`src/rtl/seq_alu.sv`:
```
// rtl/seq_alu.sv - multi-cycle ALU: registered single-cycle ops plus iterative MULU/DIVU.
// Optional ALU_OVF_EN adds a registered signed-overflow / MULU-high-nonzero flag on port ovf.
module seq_alu #(
    parameter int WIDTH = 32
) (
    input  logic             clk,
    input  logic             rst_n,
    input  logic             start,
    input  logic [2:0]       alu_ctrl,
    input  logic [WIDTH-1:0] a,
    input  logic [WIDTH-1:0] b,
    output logic [WIDTH-1:0] result,
    output logic [WIDTH-1:0] result_hi,
    output logic             zero,
    output logic             busy,
    output logic             done
`ifdef ALU_OVF_EN
    ,
    output logic             ovf
`endif
);
    localparam int CNT_W = $clog2(WIDTH) + 1;
    localparam logic [CNT_W-1:0] LAST = CNT_W'(WIDTH);

    localparam logic [2:0] OP_AND  = 3'd0;
    localparam logic [2:0] OP_OR   = 3'd1;
    localparam logic [2:0] OP_ADD  = 3'd2;
    localparam logic [2:0] OP_MULU = 3'd3;
    localparam logic [2:0] OP_DIVU = 3'd4;
    localparam logic [2:0] OP_SLTU = 3'd5;
    localparam logic [2:0] OP_SUB  = 3'd6;
    localparam logic [2:0] OP_SLT  = 3'd7;

    typedef enum logic [1:0] {S_IDLE, S_MUL, S_DIV} state_t;

    state_t           state_q, state_d;
    logic [CNT_W-1:0] cnt_q, cnt_d;
    logic [WIDTH-1:0] opnd_q, opnd_d;
    logic [WIDTH-1:0] acc_q, acc_d;
    logic [WIDTH-1:0] lo_q, lo_d;
    logic [WIDTH-1:0] result_q, result_d;
    logic [WIDTH-1:0] result_hi_q, result_hi_d;
    logic             zero_q, zero_d;
    logic             done_q, done_d;

    logic [WIDTH-1:0] sum, diff, sc_res;
    logic [WIDTH:0]   mul_sum, div_shift, div_diff;
    logic [WIDTH-1:0] mul_acc_n, mul_lo_n, div_acc_n, div_lo_n;

    assign sum  = a + b;
    assign diff = a - b;

    // Shift-add: {acc,lo} holds the partial product, lo starts as the multiplier.
    assign mul_sum   = {1'b0, acc_q} + (lo_q[0] ? {1'b0, opnd_q} : '0);
    assign mul_acc_n = mul_sum[WIDTH:1];
    assign mul_lo_n  = {mul_sum[0], lo_q[WIDTH-1:1]};

    // Restoring divide: acc is the partial remainder, lo shifts dividend out and quotient in.
    assign div_shift = {acc_q, lo_q[WIDTH-1]};
    assign div_diff  = div_shift - {1'b0, opnd_q};
    assign div_acc_n = div_diff[WIDTH] ? div_shift[WIDTH-1:0] : div_diff[WIDTH-1:0];
    assign div_lo_n  = {lo_q[WIDTH-2:0], ~div_diff[WIDTH]};

    always_comb begin
        sc_res = '0;
        case (alu_ctrl)
            OP_AND:  sc_res = a & b;
            OP_OR:   sc_res = a | b;
            OP_ADD:  sc_res = sum;
            OP_SUB:  sc_res = diff;
            OP_SLTU: sc_res = {{(WIDTH-1){1'b0}}, (a < b)};
            OP_SLT:  sc_res = {{(WIDTH-1){1'b0}}, ($signed(a) < $signed(b))};
            default: sc_res = '0;
        endcase
    end

    always_comb begin
        state_d     = state_q;
        cnt_d       = cnt_q;
        opnd_d      = opnd_q;
        acc_d       = acc_q;
        lo_d        = lo_q;
        result_d    = result_q;
        result_hi_d = result_hi_q;
        zero_d      = zero_q;
        done_d      = 1'b0;
        case (state_q)
            S_IDLE: begin
                if (start) begin
                    if (alu_ctrl == OP_MULU) begin
                        state_d = S_MUL;
                        opnd_d  = a;
                        lo_d    = b;
                        acc_d   = '0;
                        cnt_d   = '0;
                    end else if (alu_ctrl == OP_DIVU && b != '0) begin
                        state_d = S_DIV;
                        opnd_d  = b;
                        lo_d    = a;
                        acc_d   = '0;
                        cnt_d   = '0;
                    end else if (alu_ctrl == OP_DIVU) begin
                        result_d    = '1;
                        result_hi_d = a;
                        zero_d      = 1'b0;
                        done_d      = 1'b1;
                    end else begin
                        result_d    = sc_res;
                        result_hi_d = '0;
                        zero_d      = (sc_res == '0);
                        done_d      = 1'b1;
                    end
                end
            end
            S_MUL: begin
                acc_d = mul_acc_n;
                lo_d  = mul_lo_n;
                cnt_d = cnt_q + CNT_W'(1);
                if (cnt_d == LAST) begin
                    state_d     = S_IDLE;
                    result_d    = mul_lo_n;
                    result_hi_d = mul_acc_n;
                    zero_d      = (mul_lo_n == '0);
                    done_d      = 1'b1;
                end
            end
            S_DIV: begin
                acc_d = div_acc_n;
                lo_d  = div_lo_n;
                cnt_d = cnt_q + CNT_W'(1);
                if (cnt_d == LAST) begin
                    state_d     = S_IDLE;
                    result_d    = div_lo_n;
                    result_hi_d = div_acc_n;
                    zero_d      = (div_lo_n == '0);
                    done_d      = 1'b1;
                end
            end
            default: state_d = S_IDLE;
        endcase
    end

    always_ff @(posedge clk or negedge rst_n) begin
        if (!rst_n) begin
            state_q     <= S_IDLE;
            cnt_q       <= '0;
            opnd_q      <= '0;
            acc_q       <= '0;
            lo_q        <= '0;
            result_q    <= '0;
            result_hi_q <= '0;
            zero_q      <= 1'b0;
            done_q      <= 1'b0;
        end else begin
            state_q     <= state_d;
            cnt_q       <= cnt_d;
            opnd_q      <= opnd_d;
            acc_q       <= acc_d;
            lo_q        <= lo_d;
            result_q    <= result_d;
            result_hi_q <= result_hi_d;
            zero_q      <= zero_d;
            done_q      <= done_d;
        end
    end

    assign result    = result_q;
    assign result_hi = result_hi_q;
    assign zero      = zero_q;
    assign done      = done_q;
    assign busy      = (state_q != S_IDLE);

`ifdef ALU_OVF_EN
    logic ovf_q, ovf_d, sc_ovf;

    assign sc_ovf = (alu_ctrl == OP_ADD) ? ((a[WIDTH-1] == b[WIDTH-1]) && (sum[WIDTH-1] != a[WIDTH-1])) :
                    (alu_ctrl == OP_SUB) ? ((a[WIDTH-1] != b[WIDTH-1]) && (diff[WIDTH-1] != a[WIDTH-1])) :
                    1'b0;

    always_comb begin
        ovf_d = ovf_q;
        if (done_d) begin
            if (state_q == S_MUL)       ovf_d = (mul_acc_n != '0);
            else if (state_q == S_IDLE) ovf_d = sc_ovf;
            else                        ovf_d = 1'b0;
        end
    end

    always_ff @(posedge clk or negedge rst_n) begin
        if (!rst_n) ovf_q <= 1'b0;
        else        ovf_q <= ovf_d;
    end

    assign ovf = ovf_q;
`endif
endmodule

```
`config.mk`:
```
export PLATFORM = sky130hd
export DESIGN_NAME = seq_alu
export DESIGN_NICKNAME = d
export VERILOG_FILES = /design/src/rtl/seq_alu.sv
export SDC_FILE = /design/constraint.sdc
export NUM_CORES = 1
export LEC_CHECK = 0
export CAP_MARGIN = 20
export CORE_ASPECT_RATIO = 0.6
export CORE_UTILIZATION = 50
export CTS_CLUSTER_SIZE = 16
export DETAILED_ROUTE_END_ITERATION = 10
export PLACE_DENSITY = 0.75
export SYNTH_ARGS = -nofsm -noshare
export SYNTH_HDL_FRONTEND = slang
export SYNTH_SLANG_ARGS = --single-unit
```
`constraint.sdc`:
```
create_clock -name clk -period 4.5 [get_ports clk]
set_input_delay 0.45 -clock clk [delete_from_list [all_inputs] [get_ports clk]]
set_output_delay 0.45 -clock clk [all_outputs]
set_load 0.05 [all_outputs]
```
==> flow_summary.ini, run 1 <==
[synthesis]
synthTopCellsByCount = a21oi_1 (262), nor2_1 (247), nand2_1 (224)
syn_area_per_cell_um2 = 7.521
ys_seq_elements = 170
async_reset_ff_share_pct = 100.0
synth_area_leaders = dfrtp_1 (25%), ha_1 (12%), a21oi_1 (7.7%)
synth_edf_count = 0
synth_cells = 2260
yosysSeqAreaShare_pct = 25.03
ys_types = 94
ys_warn_count = 0
yosys_most_used_dff = dfrtp_1
yosysMostFrequentCell = a21oi_1
synth_nets = 2502
synth_area_um2 = 17000
synth_top_area_share_pct = 25.03
yosysTopAreaCell = dfrtp_1

[critical_path]
critical-path-top-delay-family = compound AO/OA/AOI/OAI gates
critPathMaxFanout = 10
cp.buffers_inverters = 4
critPathKind = reg2reg
r2r-start = lo_q[31]
cpPeakStageDelay_ps = 460
path_cells = inv_1 -> ha_1 -> inv_1 -> fa_1 -> a211oi_1 -> o211ai_1 -> nand2_1 -> o31a_2 -> o21bai_2 -> a211o_1 -> a31oi_4 -> xnor2_4 -> buf_4 -> mux2i_1 -> o22ai_1 -> buf_4 -> a21oi_1 -> a21oi_1
worstSetupEndpointType = flip-flop
cp-start-kind = flip-flop
arrival_ps = 4630
slowest_stage = fa_1
setup.worst_path.start = lo_q[31]
required_ps = 4820

[global_routing]
grt_overflow_total = 0
antenna_found_initial = 1
use_met1_pct = 54.48
grt_max_degree = 101
gr-usage-met2_pct = 55.52
grt_pass1_vias = 16330
grt.total_usage_pct = 37.62
gr-usage-met3_pct = 8.403
grt-busiest-layer = met2
grt_first_pass_wirelength_mm = 98.75

[route]
drc = 0
viasPerCell = 6.260
vias = 18020
wl_mm = 65.80
first_iter_violations = 2339
antenna_left = 0
wl_per_cell_um = 22.86
first_pass_iters = 7

[floorplanning]
start_util_pct = 51.62
ioPinCount = 137
core_um2 = 32930
fp-row-count = 51
die_y_um = 144.8
die-area_um2 = 34760
die_x_um = 240.0

[timing]
max_slew_margin_pct = 24.14
setup_violations = 0
fin_crit_sh_pct = 95.78
finalHoldViolations = 0
worst_pin_slew_ps = 1135
fmax_mhz = 232.0
drv_slew = 0
fin_skew_ps = 9.895
period_minus_slack_ps = 4310
rsz0062_at_grt = false

[status]
status = finished, final reports clean

[power]
power.density_nw_per_um2 = 694.4
ir_worst_vdd_uv = 476.0
power.leakage_nw = 9.188
power_w = 0.01388

[clock_tree]
clockBufferDepth = 2
cts-root-buf = clkbuf_16
cts.sink_count = 170
post_cts_buffers = 0
post_cts_resized = 0
cts_buffers = 17
cts_tree = yes
clk-insertion-delay-late_ps = 450
ctsHoldBuffers = 0
htree_levels = 4
clkTransAtPathRegs_ps = 70

[placement]
postPlaceCellArea_um2 = 19440
place_congestion = 1.027
place_hpwl_mm = 51.86
io_buffers = 136

[finish]
fin_area_um2 = 19990
nets = 2657
drive_gt1_share_pct = 8.529
area_delta_synth_final_pct = 17.60

[job]
cap_viol_max_count = 0

[min_path]
hp-class = in2async
[stage by stage]
stage          cells  hold WS (ps)  util (%)  TNS [ps]  setup WS [ps]
2_1_floorplan   2260         154.4         -         0           1116
4_1_cts         2877         188.1     60.70         0          260.7
3_3_place_gp    2846         462.4     59.05    -46.10         -46.10
3_5_place_dp    2846         469.9     59.05    -35.72         -35.72
5_1_grt         2877         220.6     60.70         0          25.89
6_report        2878         136.3     60.71         0          190.1
[registers in the layout (all words and copies together) (netlist names)]
register / count
result: 32
state_q: 2
cnt_q: 6
zero: 1
opnd_q: 32
done: 1
acc_q: 32
result_hi: 32
lo_q: 32
[cells in the final DEF (no fill, tap or decap), drive strengths merged, types with 7 or more instances in the layout]
cell type | synthesis | final
dfrtp | 170 | 170
o21ai | 222 | 222
nor3 | 31 | 31
buf | 26 | 130
a31oi | 27 | 27
mux2i | 56 | 56
inv | 175 | 179
o21a | 8 | 8
and2 | 38 | 38
a221o | 34 | 34
and3 | 7 | 7
o21bai | 15 | 15
nand2 | 224 | 224
o31ai | 14 | 14
a21o | 38 | 38
clkdlybuf4s50 | 0 | 134
a211o | 7 | 7
o211ai | 18 | 18
nand3 | 31 | 31
nor2 | 247 | 247
nand4 | 20 | 20
ha | 168 | 168
nor4 | 27 | 27
xnor2 | 62 | 62
nand2b | 15 | 15
xor2 | 23 | 23
clkbuf | 102 | 20
o311ai | 11 | 11
a221oi | 10 | 10
o22ai | 38 | 38
a21oi | 263 | 263
a211oi | 23 | 23
nor2b | 9 | 9
[cell type report]
class                      instances  area, um^2
tap                              450       563.0
antenna                            1       2.502
timing repair buffer             264        2356
clock buffer                      20       456.7
multi-input combinational       1787       11610
inverter                         175       656.9
clock inverter                    11       87.58
sequential                       170        4254
fill                            3038       12940
[report_power, final]
group,internal (W),switching (W),total (W)
Sequential,0.00223,0.000687,0.00292
Combinational,0.00367,0.00584,0.00952
Clock,0.000741,0.000708,0.00145
[path summary, 6_finish.rpt]
path | end | slack, ps | cells past startpoint
min reg2reg | result[3] | 480 | 2
max reg2reg | result_hi[20] | 190 | 18
min | acc_q[4] | 140 | 1
max | result_hi[20] | 190 | 18
min in group clk | result[3] | 480 | 2
max in group asynchronous | opnd_q[26] | 3360 | 2
[kinds of logic (layout without fill, tap and decap cells)]
logic type | after synthesis | in the layout | share of synthesized area, %
other | 0 | 1 | 0
AND/OR/NAND/NOR | 684 | 684 | 18.17
AO/OA/AOI/OAI | 784 | 784 | 28.83
XOR/XNOR | 85 | 85 | 4.490
multiplexers | 62 | 62 | 3.695
buffers and inverters | 303 | 470 | 6.941
flip-flops | 170 | 170 | 25.03
adder cells (fa/ha/maj) | 172 | 172 | 12.84
[routing by layer]
layer | wire length [um] | up-vias | share of wire, %
met1 | 30010 | 8617 | 46
li1 | - | 8351 | -
met2 | 27310 | 938 | 42
met3 | 6589 | 109 | 10
met4 | 1891 | 0 | 2.9
met5 | 0 | - | 0
[worst register-to-register path, stage by stage, from the launching register on]
cell	delay, ps
dfrtp_1	390
inv_1	180
ha_1	240
inv_1	70
fa_1	460
a211oi_1	350
o211ai_1	150
nand2_1	160
o31a_2	260
o21bai_2	110
a211o_1	340
a31oi_4	260
xnor2_4	230
buf_4	220
mux2i_1	180
o22ai_1	110
buf_4	180
a21oi_1	200
a21oi_1	110
No activity file was read; power rests on OpenSTA's default activity.
==> inputs of run 2 (changes only) <==
Settings changed: PLACE_DENSITY 0.75 to 0.7.
==> flow_summary.ini, run 2 (same netlist as run 1, synthesis figures left out) <==
[clock_tree]
clk-insertion-delay-late_ps = 450
htree_levels = 4
clkTransAtPathRegs_ps = 80
ctsHoldBuffers = 0
cts-root-buf = clkbuf_16
cts_tree = yes
cts_buffers = 17
post_cts_buffers = 0
cts.sink_count = 170
clockBufferDepth = 2
post_cts_resized = 0

[finish]
layout_common_cells = a21oi_1 (261), nor2_1 (246), nand2_1 (224)
area_delta_synth_final_pct = 18.87
nets = 2682
finalNonFillerCells = 2903
layout_commonest_cell = a21oi_1
fin_util_pct = 61.37
drive_gt1_share_pct = 9.539
fin_area_um2 = 20210
n_fill_cell = 3005
diodes = 0

[route]
drc = 0
viasPerCell = 6.265
wl_per_cell_um = 22.56
wl_mm = 65.48
vias = 18190
first_pass_iters = 6
antenna_left = 0
first_iter_violations = 2155

[critical_path]
r2r-start = lo_q[0]
arrival_ps = 4630
worstSetupEndpointType = flip-flop
critPathMaxFanout = 8
cp-start-kind = input pin
critPathKind = in2reg
required_ps = 4830
r2r_cells = 14
reg2reg_slack_ps = 260
timing.rr.end = result_hi[30]

[placement]
postPlaceCellArea_um2 = 19540
place_congestion = 0.9948
dp_cells = 2861
io_buffers = 136
place_hpwl_mm = 52.16

[power]
power.leakage_nw = 9.327
ir_worst_vdd_uv = 589.5
power.density_nw_per_um2 = 701.4
power_w = 0.01417

[floorplanning]
fp-row-count = 51
core_um2 = 32930
die-area_um2 = 34760
die_y_um = 144.8
start_util_pct = 51.62
ioPinCount = 137
die_x_um = 240.0

[status]
status = finished, final reports clean

[timing]
finalHoldViolations = 0
fin_crit_sh_pct = 95.48
fmax_mhz = 232.7
rsz0062_at_grt = false
worst_pin_slew_ps = 1029
fin_skew_ps = 9.333
setup_violations = 0
period_minus_slack_ps = 4297
max_slew_margin_pct = 31.21
drv_slew = 0

[global_routing]
grt_pass1_vias = 16530
grt.total_usage_pct = 37.46
grt_overflow_total = 0
grt_max_degree = 103
antenna_found_initial = 0
grt_first_pass_wirelength_mm = 98.46

[min_path]
hp-class = in2async

[job]
cap_viol_max_count = 0
run 2: cell count changes in the layout (fill, tap and decap cells not counted), sizes merged:
cell and delta:
buf +25, clkbuf -2, clkinvlp -2, diode -1, clkinv +1, inv +4
run 2: critical path, stage by stage:
cell,delay [ps]
clkdlybuf4s50_1,640
inv_1,110
ha_1,470
nand2_1,140
o21ai_0,260
o21ai_1,190
o31ai_2,460
a31oi_1,320
o31a_1,430
or3_1,320
o211ai_1,210
nor3_1,90
nand4_1,110
and4bb_1,230
a31o_1,200
run 2: report_power, final:
part           switching (W)  total [W]  leakage, nW  internal [W]
Combinational        0.00586    0.00975         6.93       0.00389
Sequential          0.000748    0.00298         2.12       0.00223
Clock               0.000706    0.00145        0.275      0.000744
run 2: how the worst max path moves through the flow:
stage | startpoint | end | cells past startpoint
global placement | b[21] | zero | 13
global route | lo_q[31] | acc_q[6] | 17
floorplan | lo_q[31] | acc_q[1] | 18
finish | b[6] | zero | 15
CTS | lo_q[31] | acc_q[6] | 17
detailed placement | b[6] | zero | 15
run 2: layer usage:
metal	up-vias	track usage, %	share of wire (%)
met1	8656	54.22	45
met4	0	12.50	3.2
met5	-	0	0
met2	1004	54.65	41
met3	121	8.270	10
li1	8406	-	-
run 2: stage by stage:
| step | setup slack [ps] | setup TNS [ps] | hold slack [ps] |
|---|---|---|---|
| floorplan | 1116 | 0 | 154.4 |
| global placement | 48.87 | 0 | 467.1 |
| detailed placement | -33.19 | -33.19 | 473.6 |
| CTS | 225.0 | 0 | 164.4 |
| global route | 67.33 | 0 | 198.1 |
| finish | 203.3 | 0 | 113.6 |
run 2: cell type report:
type | instances | area [um^2] | share of cell area (%)
Multi-Input combinational cell | 1787 | 11610 | 57.47
Clock inverter | 14 | 128.9 | 0.6378
Tap cell | 450 | 563.0 | 2.787
Timing Repair Buffer | 289 | 2551 | 12.63
Sequential cell | 170 | 4254 | 21.05
Clock buffer | 18 | 439.2 | 2.174
Inverter | 175 | 656.9 | 3.251
